## config.mk

```make
export PLATFORM = sky130hd
export DESIGN_NAME = pc_unit
export DESIGN_NICKNAME = d
export VERILOG_FILES = /design/src/rtl/pc_unit.sv
export SDC_FILE = /design/constraint.sdc
export NUM_CORES = 1
export LEC_CHECK = 0
export ABC_AREA = 0
export BUFFER_PORTS_ARGS = -buffer_cell sky130_fd_sc_hd__clkbuf_2
export CAP_MARGIN = 20
export CELL_PAD_IN_SITES_DETAIL_PLACEMENT = 1
export CELL_PAD_IN_SITES_GLOBAL_PLACEMENT = 1
export CORE_AREA = 2 2 121 123
export CTS_BUF_LIST = sky130_fd_sc_hd__clkbuf_8
export CTS_CLUSTER_DIAMETER = 100
export DETAILED_ROUTE_END_ITERATION = 12
export DIE_AREA = 0 0 123 125
export GPL_TIMING_DRIVEN = 0
export PLACE_DENSITY_LB_ADDON = 0.1
export SLEW_MARGIN = 15
export SYNTH_ARGS = -nofsm -noshare
export SYNTH_HDL_FRONTEND = slang
export SYNTH_SLANG_ARGS = --single-unit
```

## constraint.sdc

```tcl
create_clock -name clk -period 3.21 [get_ports clk]
set_clock_uncertainty 0.1 [all_clocks]
set_input_delay 0.642 -clock clk [delete_from_list [all_inputs] [get_ports clk]]
set_output_delay 0.642 -clock clk [all_outputs]
set_load 0.05 [all_outputs]
```

## src/rtl/pc_unit.sv

```systemverilog
// rtl/pc_unit.sv - fetch program counter with branch/call redirect, return-address stack, stall and sticky halt
module pc_unit #(
    parameter int WIDTH     = 16,
    parameter int INCR      = 2,
    parameter int RESET_VEC = 0,
    parameter int RAS_DEPTH = 4
) (
    input  logic             clk,
    input  logic             rst,
    input  logic             stall,
    input  logic             hlt,
    input  logic             br_taken,
    input  logic [WIDTH-1:0] br_target,
    input  logic             call,
    input  logic             ret,
    output logic [WIDTH-1:0] pc,
    output logic [WIDTH-1:0] pc_plus,
    output logic             halted,
    output logic             ras_empty,
    output logic             ras_full,
    output logic             ras_err
);

    localparam int PTR_W = (RAS_DEPTH > 1) ? $clog2(RAS_DEPTH) : 1;
    localparam int CNT_W = $clog2(RAS_DEPTH + 1);

    logic [WIDTH-1:0] ras_mem [RAS_DEPTH];
    logic [PTR_W-1:0] ras_ptr;   // index of the current top entry
    logic [CNT_W-1:0] ras_cnt;
    logic [PTR_W-1:0] ptr_inc;
    logic [PTR_W-1:0] ptr_dec;
    logic             active;
    logic             do_pop;
    logic             do_push;

    // wraps naturally from the top of the address space
    assign pc_plus   = pc + WIDTH'(INCR);

    // pointer arithmetic is explicit modulo so non-power-of-two depths work
    assign ptr_inc   = (ras_ptr == PTR_W'(RAS_DEPTH - 1)) ? '0 : ras_ptr + PTR_W'(1);
    assign ptr_dec   = (ras_ptr == '0) ? PTR_W'(RAS_DEPTH - 1) : ras_ptr - PTR_W'(1);

    assign ras_empty = (ras_cnt == '0);
    assign ras_full  = (ras_cnt == CNT_W'(RAS_DEPTH));

    // an edge is "active" when neither halt nor stall freezes the unit;
    // ret outranks call so a simultaneous pair never pushes
    assign active    = !halted && !hlt && !stall;
    assign do_pop    = active && ret;
    assign do_push   = active && !ret && call;

    // PC, halt flag and RAS bookkeeping, in next-PC priority order
    always_ff @(posedge clk or posedge rst) begin
        if (rst) begin
            pc      <= WIDTH'(RESET_VEC);
            halted  <= 1'b0;
            ras_err <= 1'b0;
            ras_cnt <= '0;
            ras_ptr <= '0;
        end else if (!halted) begin
            if (hlt) begin
                halted <= 1'b1;
            end else if (!stall) begin
                if (do_pop) begin
                    if (ras_empty) begin
                        // underflow: fall through to the next instruction
                        pc      <= pc_plus;
                        ras_err <= 1'b1;
                    end else begin
                        pc      <= ras_mem[ras_ptr];
                        ras_cnt <= ras_cnt - CNT_W'(1);
                        ras_ptr <= ptr_dec;
                    end
                end else if (do_push) begin
                    pc      <= br_target;
                    ras_ptr <= ptr_inc;
                    if (ras_full) begin
                        // overflow: the push overwrote the oldest entry
                        ras_err <= 1'b1;
                    end else begin
                        ras_cnt <= ras_cnt + CNT_W'(1);
                    end
                end else if (br_taken) begin
                    pc <= br_target;
                end else begin
                    pc <= pc_plus;
                end
            end
        end
    end

    // return-address storage; entries are not cleared by reset
    always_ff @(posedge clk) begin
        if (!rst && do_push) begin
            ras_mem[ptr_inc] <= pc_plus;
        end
    end

endmodule

```

After elaboration in Yosys (flattened, before gate mapping) --
Memories as Yosys holds them, arrays and structs flattened. Index checks and enable logic that the tools add are counted.
Word-level totals: register bits 23, memory bits (writable) 64, input port bits 23, output and inout port bits 36, logic and storage cells 59, memories 1
Memories:
- ras_mem | words 4, bits a word 16, read ports 1, clocked after Yosys merged registers in 0, wr ports 1, RTL line 27 | logic [WIDTH-1:0] ras_mem [RAS_DEPTH];
Operators by class: add/subtract/negate cells 5, equal/unequal tests 5, multiplexer cells 21, bitwise logic cells 3, reduce and logical (&&, ||, !) cells 19
Operators by type and width (number):
- $mux 16 | 4
- $add 16x2->16 const B | 1
- $mux 3 | 4
- $reduce_and 6->1 | 2
- $mux 2 | 5
- $mux 1 | 8
- $logic_and 1x1->1 | 6
- $logic_not 1->1 | 5
- $reduce_and 5->1 | 1
- $ne 2x2->1 const B | 2
- $reduce_bool 2->1 | 2
- $add 3x1->3 const B | 1
- $eq 3x3->1 const B | 1
- $logic_not 3->1 | 1
- $not 1->1 | 3
- $reduce_and 3->1 | 1
- $sub 3x1->3 const B | 1
- $add 2x1->2 const B | 1
- $eq 2x2->1 const B | 1
- $logic_not 2->1 | 1
- $ne 2x1->1 const B | 1
- $sub 2x1->2 const B | 1

Logic depth before layout (Yosys ltp) --
Gate-level depths: netlist (run 1).
word-level depth 8, mapped depth 8, gate-level depth less buffers 7

Worst setup path after synthesis (run 1) --
OpenSTA, ideal clock, no wires.
path kind flip-flop to output port, from register pc[1], to output port pc_plus[15], arrival time 2353 ps, path slack 115 ps, stages on the path, launching flop included 6, buffers on the path 1, cells stage by stage dfrtp_1 -> ha_1 -> clkbuf_1 -> nand2_1 -> nor3b_2 -> xor2_1
Between the ends: word-level cells in the longest chain between the ends 1
Ends and longest elaborated chain:
- start: declaration | RTL line 16 | output logic [WIDTH-1:0] pc,
- start signal: assignment | RTL line 55 | pc <= WIDTH'(RESET_VEC);
- start signal: assignment | RTL line 67 | pc <= pc_plus;
- start signal: assignment | RTL line 70 | pc <= ras_mem[ras_ptr];
- $add 16x2->16 | RTL line 37 | assign pc_plus = pc + WIDTH'(INCR);
- end: declaration | RTL line 17 | output logic [WIDTH-1:0] pc_plus,
Every way passes these cells.

Worst setup path after layout (run 1) --
from register pc[7], to output port pc_plus[15]
The elaborated chain is that of the path after synthesis.

==> results of run 1 <==
==> flip-flops by register name (all words and copies together) (netlist names) <==
| name | count |
|---|---|
| ras_cnt | 3 |
| ras_mem | 64 |
| halted | 1 |
| ras_ptr | 2 |
| pc | 16 |
| ras_err | 1 |
==> routing by layer <==
metal | vias to the layer above | GRT usage, % | part of all wire, %
li1 | 1257 | - | -
met1 | 1430 | 23.25 | 49
met2 | 37 | 24.80 | 47
met3 | 13 | 2.920 | 2.4
met4 | 0 | 6.016 | 1.8
met5 | - | 0 | 0
==> placed cells by master (no fill, tap or decap), types with 4 or more instances in the layout <==
| cell | n |
|---|---|
| nor2_1 | 10 |
| mux2i_1 | 4 |
| mux4_1 | 6 |
| o21a_1 | 4 |
| nand4_1 | 4 |
| a21oi_1 | 12 |
| o21ai_0 | 9 |
| nand2_1 | 17 |
| edfxtp_1 | 64 |
| ha_1 | 8 |
| xnor2_1 | 9 |
| clkbuf_8 | 9 |
| clkbuf_2 | 58 |
| and2_2 | 4 |
| nor3_1 | 5 |
| buf_2 | 6 |
| buf_4 | 4 |
| mux4_2 | 10 |
| dfrtp_1 | 22 |
| inv_1 | 13 |
| xor2_1 | 4 |
| nand3_1 | 8 |
==> power groups by stage <==
stage / Sequential (mW) / Combinational (mW) / Clock [mW]
after detailed placement: 1.32 / 0.474 / 0
after global routing: 1.30 / 0.509 / 0.745
after CTS: 1.29 / 0.477 / 0.697
final: 1.29 / 0.472 / 0.669
after global placement: 1.31 / 0.468 / 0
after floorplan: 1.37 / 0.271 / 0
==> worst min path at each step <==
stage	cells after the start	from	slack [ps]	endpoint
floorplan	1	ras_cnt[2]$_DFFE_PP0P_	400	ras_cnt[2]$_DFFE_PP0P_
global placement	1	ras_err$_DFFE_PP0P_	340	ras_err$_DFFE_PP0P_
detailed placement	1	ras_err$_DFFE_PP0P_	350	ras_err$_DFFE_PP0P_
CTS	1	ras_err$_DFFE_PP0P_	370	ras_err$_DFFE_PP0P_
global route	2	rst	120	ras_cnt[2]$_DFFE_PP0P_
finish	2	rst	110	ras_cnt[0]$_DFFE_PP0P_
==> cells by family (layout without fill, tap and decap cells) <==
logic type               Yosys count  in the layout  share of synthesized area, %
AO/OA/AOI/OAI                     58             58                         10.06
XOR/XNOR                          17             17                         3.574
adder cells (fa/ha/maj)            8              8                         2.402
buffers and inverters             25            103                         3.123
flip-flops                        87             87                         59.94
multiplexers                      22             22                         10.69
AND/OR/NAND/NOR                   72             72                         10.21
==> what timing repair did <==
action,in CTS,in global routing
pin swaps,0,1
setup endpoints to repair,3,60
gates resized for setup,3,9
buffers inserted,0,3
gates cloned,0,0
==> area by class of cell <==
| cell class | count | area share (%) |
|---|---|---|
| sequential | 87 | 50.76 |
| multi-input combinational | 177 | 31.98 |
| timing repair buffer | 62 | 6.711 |
| tap | 184 | 4.677 |
| clock buffer | 9 | 2.517 |
| buffer | 14 | 1.779 |
| inverter | 11 | 0.8897 |
| clock inverter | 7 | 0.6863 |
==> per-stage QoR <==
| step | total power, mW | setup slack (ps) |
|---|---|---|
| 5_1_grt | 2.552 | -23.12 |
| 3_5_place_dp | 1.790 | -250.4 |
| 3_3_place_gp | 1.783 | -231.8 |
| 2_1_floorplan | 1.643 | 115.2 |
| 6_report | 2.432 | 142.0 |
| 4_1_cts | 2.466 | 61.87 |
==> flow_metrics.tcl, run 1 <==
set metrics [dict create \
    vias 2737 \
    via_per_inst 4.967 \
    slew_headroom_pct 57.26 \
    grt_max_degree 24 \
    synthTopCellsByArea "edfxtp_1, dfrtp_1, mux4_2" \
    io_pins 59 \
    ff2ff_path_depth 4 \
    yosysMostFrequentCell "edfxtp_1" \
    tightest_slew_ps 641.1 \
    num_rows 44 \
    synthCells 289 \
    globalplace.congestion 0.7232 \
    holdBufCountCts 0 \
    crit_family "simple AND/OR/NAND/NOR gates" \
    grt_usage_pct 16.31 \
    drive_gt1_share_pct 33.51 \
    start_util_pct 29.33 \
    ys.flop_type "edfxtp_1" \
    first_global_vias 2872 \
    area_growth_pct 18.14 \
    yosys.area.top_type "edfxtp_1" \
    cp-end-kind "primary output" \
    p_comb_share_pct 19.4 \
    grt_pass1_wl_mm 17.98 \
    clk_pin_slew_ps 80 \
    postPlaceCellArea_sq_um 4687 \
    r2r-end "ras_mem[1][11]$_DFFE_PP_" \
    fin_crit_ps 3068 \
    cp_max_fo 7 \
    ant_nets 0 \
    intPower_mw 1.653 \
    worstPathArrival_ps 2330 \
    clkLatencyLatePin_ps 380 \
    p_switching_mw 0.7793 \
    fmax_mhz 326.0 \
    seq_power_share_pct 53.1 \
    syn_area_sq_um 4166 \
    die_w_um 123 \
    status "completed" \
    fin_nets 393 \
    firstDrtPassIters 4 \
    root_buffer "clkbuf_8" \
    dp_hpwl_mm 8.051 \
    final_util_pct 34.65 \
    final_cells 551 \
    synth_edf_count 64 \
    die-height_um 125 \
    power_frac_clock_pct 27.5 \
    nFillCells 1556 \
    endpoint "pc_plus[15]" \
    die-area_sq_um 15380 \
    antenna_cells 0 \
    yosysTopAreaCellShare_pct 46.13 \
    r2r_start "halted$_DFF_PP0_" \
    finalSetupTns_ps 0 \
    port_buffers 58 \
    holdCritPathClass "in2async" \
    async_flop_share_pct 26.44 \
    critPathLaunchType "flop" \
    finalSetupViolations 0 \
    drt-initial-drc-count 170 \
    numCtsBuffers 9 \
    whs_ps 108.4 \
    register_area_sq_um 2499 \
    cap_violations 0 \
    wirelength_mm 11.83 \
    dpl.cell_count 531 \
    antenna_found_initial 0 \
    ys_types 57 \
    cpPeakStageDelay_ps 530 \
    drc_errors 0 \
    wl_per_cell_um 21.46 \
    crit_buf_inv 1 \
    critPathRequiredTime_ps 2470 \
    yosysSeqAreaShare_pct 59.94 \
    gr-total-overflow 0 \
    cts_tree "built" \
    r2r_slack_ps 530 \
    h-tree-depth 3 \
    multi_input_area_sq_um 1574 \
    worst_ir_drop_vdd_uv 208.0 \
    hold_violations 0 \
    crit_path_top_delay_cell "dfrtp_1" \
    ys_seq_elements 87 \
    timing.final.crit_share_pct 95.57 \
    final_max_slew_viol_count 0 \
    clockBufferDepth 2 \
    cp_num_cells 5 \
    sw_frac_of_total_pct 32.04 \
    startpoint "pc[7]$_DFFE_PP0N_" \
    syn-num-nets 320 \
    syn_avg_cell_area_sq_um 14.42 \
    coreArea_sq_um 14200 \
    yosysWarnings 0 \
    power_density_nw_per_um2 494.1 \
    clock_sinks 87 \
    yosys-top-cells-count "edfxtp_1, dfrtp_1, nand2_1" \
    path_class "reg2out" \
    p_leak_nw 1.918 \
    path_cells "and4_1, and3_1, nor3b_2, xor2_2, clkbuf_4" \
    fin_area_sq_um 4922 \
]
No activity file was read; power rests on OpenSTA's default activity.
==> inputs of run 2 (changes only) <==
- CORE_AREA: 2 2 121 123 -> 10 10 129 131
- DIE_AREA: 0 0 123 125 -> 0 0 139 141
==> flow_metrics.tcl, run 2 (synthesis gave the netlist of run 1 again) <==
set metrics [dict create \
    num_rows 44 \
    worstPathArrival_ps 2340 \
    p_total_mw 2.565 \
    die_w_um 139 \
    antenna_cells 0 \
    coreArea_sq_um 14200 \
    io_pins 59 \
    slew_headroom_pct 31.51 \
    reg.largest.list "ras_mem: 64 flops, pc: 16 flops, ras_cnt: 3 flops" \
    clock_sinks 87 \
    p_leak_nw 1.911 \
    critPathRequiredTime_ps 2470 \
    clk_pin_slew_ps 80 \
    cp_max_fo 7 \
    final_cell_mix "edfxtp_1, clkbuf_2, dfrtp_1" \
    clockBufferDepth 2 \
    layout_commonest_cell "edfxtp_1" \
    wirelength_mm 12.18 \
    die-height_um 141 \
    globalplace.congestion 0.7040 \
    port_buffers 58 \
    root_buffer "clkbuf_8" \
    clkLatencyLatePin_ps 380 \
    hold_violations 0 \
    fin_nets 390 \
    tightest_slew_ps 1027 \
    power_density_nw_per_um2 517.2 \
    holdCritPathClass "in2async" \
    rsz0062_at_grt "yes" \
    ant_nets 0 \
    top_register "ras_mem" \
    firstDrtPassIters 6 \
    final_max_slew_viol_count 0 \
    cts_setup_buffers 0 \
    path_class "reg2out" \
    finalSetupViolations 0 \
    final_util_pct 34.91 \
    area_growth_pct 19.01 \
    drive_gt1_share_pct 33.52 \
    fin_crit_ps 3082 \
    final_cells 548 \
    gr-total-overflow 0 \
    h-tree-depth 3 \
    numCtsBuffers 9 \
    antenna_found_initial 0 \
    worst_slack_ps 128.3 \
    grt_pass1_wl_mm 18.71 \
    cp-end-kind "primary output" \
    p_switching_mw 0.8020 \
    dp_hpwl_mm 8.484 \
    die-area_sq_um 19600 \
    via_per_inst 4.931 \
    dpl.cell_count 531 \
    first_global_vias 3011 \
    holdBufCountCts 0 \
    fmax_mhz 324.5 \
    cap_violations 0 \
    grt_max_degree 24 \
    drc_errors 0 \
    wl_per_cell_um 22.22 \
    power_frac_clock_pct 31.0 \
    cts_tree "built" \
    worst_ir_drop_vdd_uv 195.5 \
    dp_slack_ps -242.2 \
    grt_usage_pct 12.63 \
    drt-initial-drc-count 145 \
    status "completed" \
    sw_frac_of_total_pct 31.27 \
    largest_reg_flops 64 \
    intPower_mw 1.763 \
    start_util_pct 29.33 \
    seq_power_share_pct 50.4 \
    timing.final.crit_share_pct 96.00 \
    critPathLaunchType "flop" \
    vias 2702 \
    p_comb_share_pct 18.6 \
]
run 2: per-stage QoR:
stage / hold WS (ps) / instance area [sq um] / setup TNS [ps]
2_1_floorplan: 395.6 / 4167 / 0
3_3_place_gp: 343.0 / 4687 / -10710
3_5_place_dp: 347.6 / 4687 / -14190
4_1_cts: 368.9 / 4912 / 0
5_1_grt: 71.15 / 4959 / -0.6521
6_report: 65.33 / 4959 / 0
run 2: area by class of cell:
class	instances	area, sq um
Buffer	14	87.58
Clock buffer	10	137.6
Clock inverter	6	61.31
Fill cell	1556	9245
Inverter	11	43.79
Multi-Input combinational cell	177	1577
Sequential cell	87	2501
Tap cell	184	230.2
Timing Repair Buffer	59	320.3
run 2: metal layers:
layer | track usage (%) | up-vias | wire length [um]
li1 | - | 1255 | -
met1 | 16.65 | 1387 | 5790
met2 | 19.84 | 46 | 5821
met3 | 2.654 | 14 | 356
met4 | 4.887 | 0 | 210
met5 | 0 | - | 0
run 2: repair_timing:
item,4_1_cts,5_1_grt
resized for setup,5,5
pin swaps,0,0
cloned,0,0
endpoints found under the setup margin,4,3
run 2: path summary, 6_finish.rpt:
kind	from	endpoint	slack (ps)	cells past startpoint
worst max register to register	halted$_DFF_PP0_	ras_mem[1][9]$_DFFE_PP_	200	4
worst max-delay path	pc[4]$_DFFE_PP0N_	pc_plus[15]	130	6
max in group asynchronous	rst	pc[7]$_DFFE_PP0N_	2570	3
min in group clk	ras_err$_DFFE_PP0P_	ras_err$_DFFE_PP0P_	370	1
worst min-delay path	rst	ras_err$_DFFE_PP0P_	70	2
worst min register to register	ras_err$_DFFE_PP0P_	ras_err$_DFFE_PP0P_	370	1
run 2: power groups by stage:
stage / clock network [mW] / registers (mW) / logic [mW]
finish: 0.794 / 1.29 / 0.478
global route: 0.865 / 1.30 / 0.516
CTS: 0.822 / 1.29 / 0.482
detailed placement: 0 / 1.32 / 0.479
global placement: 0 / 1.31 / 0.475
floorplan: 0 / 1.37 / 0.271
run 2: worst max-delay path, stage by stage (launching register included):
cell      delay, ps
dfrtp_1         520
and4_1          220
buf_2           170
nand2_1         130
nor3b_2         280
xor2_2          320
clkbuf_4        310
==> inputs of run 3 (changes only) <==
- CAP_MARGIN: 20 -> 30
- CORE_AREA: 10 10 129 131 -> 10 10 104 106
- DIE_AREA: 0 0 139 141 -> 0 0 114 116
==> flow_metrics.tcl, run 3 (synthesis gave the netlist of run 1 again) <==
set metrics [dict create \
    coreArea_sq_um 8678 \
    firstDrtPassIters 5 \
    hold_violations 0 \
    holdCritPathClass "in2async" \
    cts_tree "built" \
    r2r-end "ras_mem[2][15]$_DFFE_PP_" \
    cp_max_fo 6 \
    crit_family "simple AND/OR/NAND/NOR gates" \
    wl_per_cell_um 23.28 \
    drc_errors 0 \
    grt_usage_pct 17.13 \
    power_density_nw_per_um2 535.9 \
    vias 2713 \
    numCtsBuffers 9 \
    startpoint "pc[9]$_DFFE_PP0N_" \
    postPlaceCellArea_sq_um 4607 \
    num_rows 34 \
    fmax_mhz 333.1 \
    die-height_um 116 \
    slew_headroom_pct 38.07 \
    cpPeakStageDelay_ps 470 \
    power_frac_clock_pct 32.4 \
    wirelength_mm 11.01 \
    clk_pin_slew_ps 90 \
    tightest_slew_ps 928.9 \
    worst_slack_ps 207.8 \
    first_global_vias 2940 \
    p_total_mw 2.603 \
    crit_buf_inv 1 \
    gr-total-overflow 0 \
    r2r_start "halted$_DFF_PP0_" \
    top_register "ras_mem" \
    path_class "reg2out" \
    p_switching_mw 0.7806 \
    dp_slack_ps -105.6 \
    h-tree-depth 3 \
    status "completed" \
    finalSetupViolations 0 \
    clock_sinks 87 \
    worstPathArrival_ps 2260 \
    antenna_cells 0 \
    io_pins 59 \
    die_w_um 114 \
    dp_hpwl_mm 7.939 \
    timing.final.crit_share_pct 93.53 \
    drive_gt1_share_pct 32.33 \
    rsz0062_at_grt "no" \
    root_buffer "clkbuf_8" \
    clockBufferDepth 2 \
    final_max_slew_viol_count 0 \
    fin_crit_ps 3002 \
    cts_setup_buffers 0 \
    final_cell_mix "edfxtp_1, clkbuf_2, dfrtp_1" \
    p_comb_share_pct 18.1 \
    seq_power_share_pct 49.5 \
    drt-initial-drc-count 111 \
    start_util_pct 48.01 \
    intPower_mw 1.822 \
    cp_num_cells 5 \
    fin_area_sq_um 4857 \
    via_per_inst 5.736 \
    p_leak_nw 1.898 \
    sw_frac_of_total_pct 29.99 \
    critPathRequiredTime_ps 2470 \
    crit_path_top_delay_cell "dfrtp_1" \
    die-area_sq_um 13220 \
    fin_nets 391 \
    holdBufCountCts 0 \
    area_growth_pct 16.58 \
    path_cells "and4_1, and3_1, nor3b_2, xor2_2, clkbuf_4" \
    reg.largest.list "ras_mem: 64 flops, pc: 16 flops, ras_cnt: 3 flops" \
    worst_ir_drop_vdd_uv 365.0 \
    clkLatencyLatePin_ps 360 \
    globalplace.congestion 0.8020 \
    port_buffers 58 \
    endpoint "pc_plus[15]" \
    cp-end-kind "primary output" \
    critPathLaunchType "flop" \
    layout_commonest_cell "edfxtp_1" \
    antenna_found_initial 0 \
    ff2ff_path_depth 4 \
    largest_reg_flops 64 \
    r2r_slack_ps 370 \
    grt_max_degree 17 \
    grt_pass1_wl_mm 17.34 \
    ant_nets 0 \
    cap_violations 0 \
]
run 3: worst min path at each step:
stage                                      start                      to  depth (start not counted)
after floorplan           ras_cnt[2]$_DFFE_PP0P_  ras_cnt[2]$_DFFE_PP0P_                          1
after global placement       ras_err$_DFFE_PP0P_     ras_err$_DFFE_PP0P_                          1
after detailed placement     ras_err$_DFFE_PP0P_     ras_err$_DFFE_PP0P_                          1
after CTS                                    rst        halted$_DFF_PP0_                          2
after global routing                         rst        halted$_DFF_PP0_                          2
final                                        rst        halted$_DFF_PP0_                          2
run 3: power groups by stage:
stage	Clock (mW)	Combinational, mW	Sequential [mW]
2_1_floorplan	0	0.271	1.37
3_3_place_gp	0	0.461	1.31
3_5_place_dp	0	0.474	1.31
4_1_cts	0.859	0.476	1.29
5_1_grt	0.905	0.507	1.29
6_report	0.843	0.471	1.29
run 3: metal layers:
metal | up-vias | part of all wire (%) | global-route usage [%]
li1 | 1270 | - | -
met1 | 1361 | 46 | 22.57
met2 | 63 | 48 | 27.41
met3 | 19 | 4.1 | 3.773
met4 | 0 | 1.7 | 5.931
met5 | - | 0 | 0
run 3: through the flow:
step	cells	hold WS (ps)	setup TNS [ps]	utilization, %
finish	473	214.5	0	55.97
global route	473	248.7	0	55.97
floorplan	289	395.6	0	-
global placement	455	340.8	-2138	52.91
CTS	472	219.6	0	55.71
detailed placement	456	348.7	-3692	53.09
run 3: area by class of cell:
class / instances / area [sq um]
clock buffer: 9 / 123.9
timing repair buffer: 61 / 330.3
clock inverter: 7 / 93.84
buffer: 13 / 82.58
tap: 108 / 135.1
inverter: 11 / 43.79
sequential: 87 / 2499
multi-input combinational: 177 / 1549
fill: 890 / 3821
run 3: what timing repair did:
| action | 4_1_cts | 5_1_grt |
|---|---|---|
| setup endpoints to repair | 1 | 6 |
| resized for setup | 2 | 2 |
| endpoints found under the hold margin | 0 | 0 |
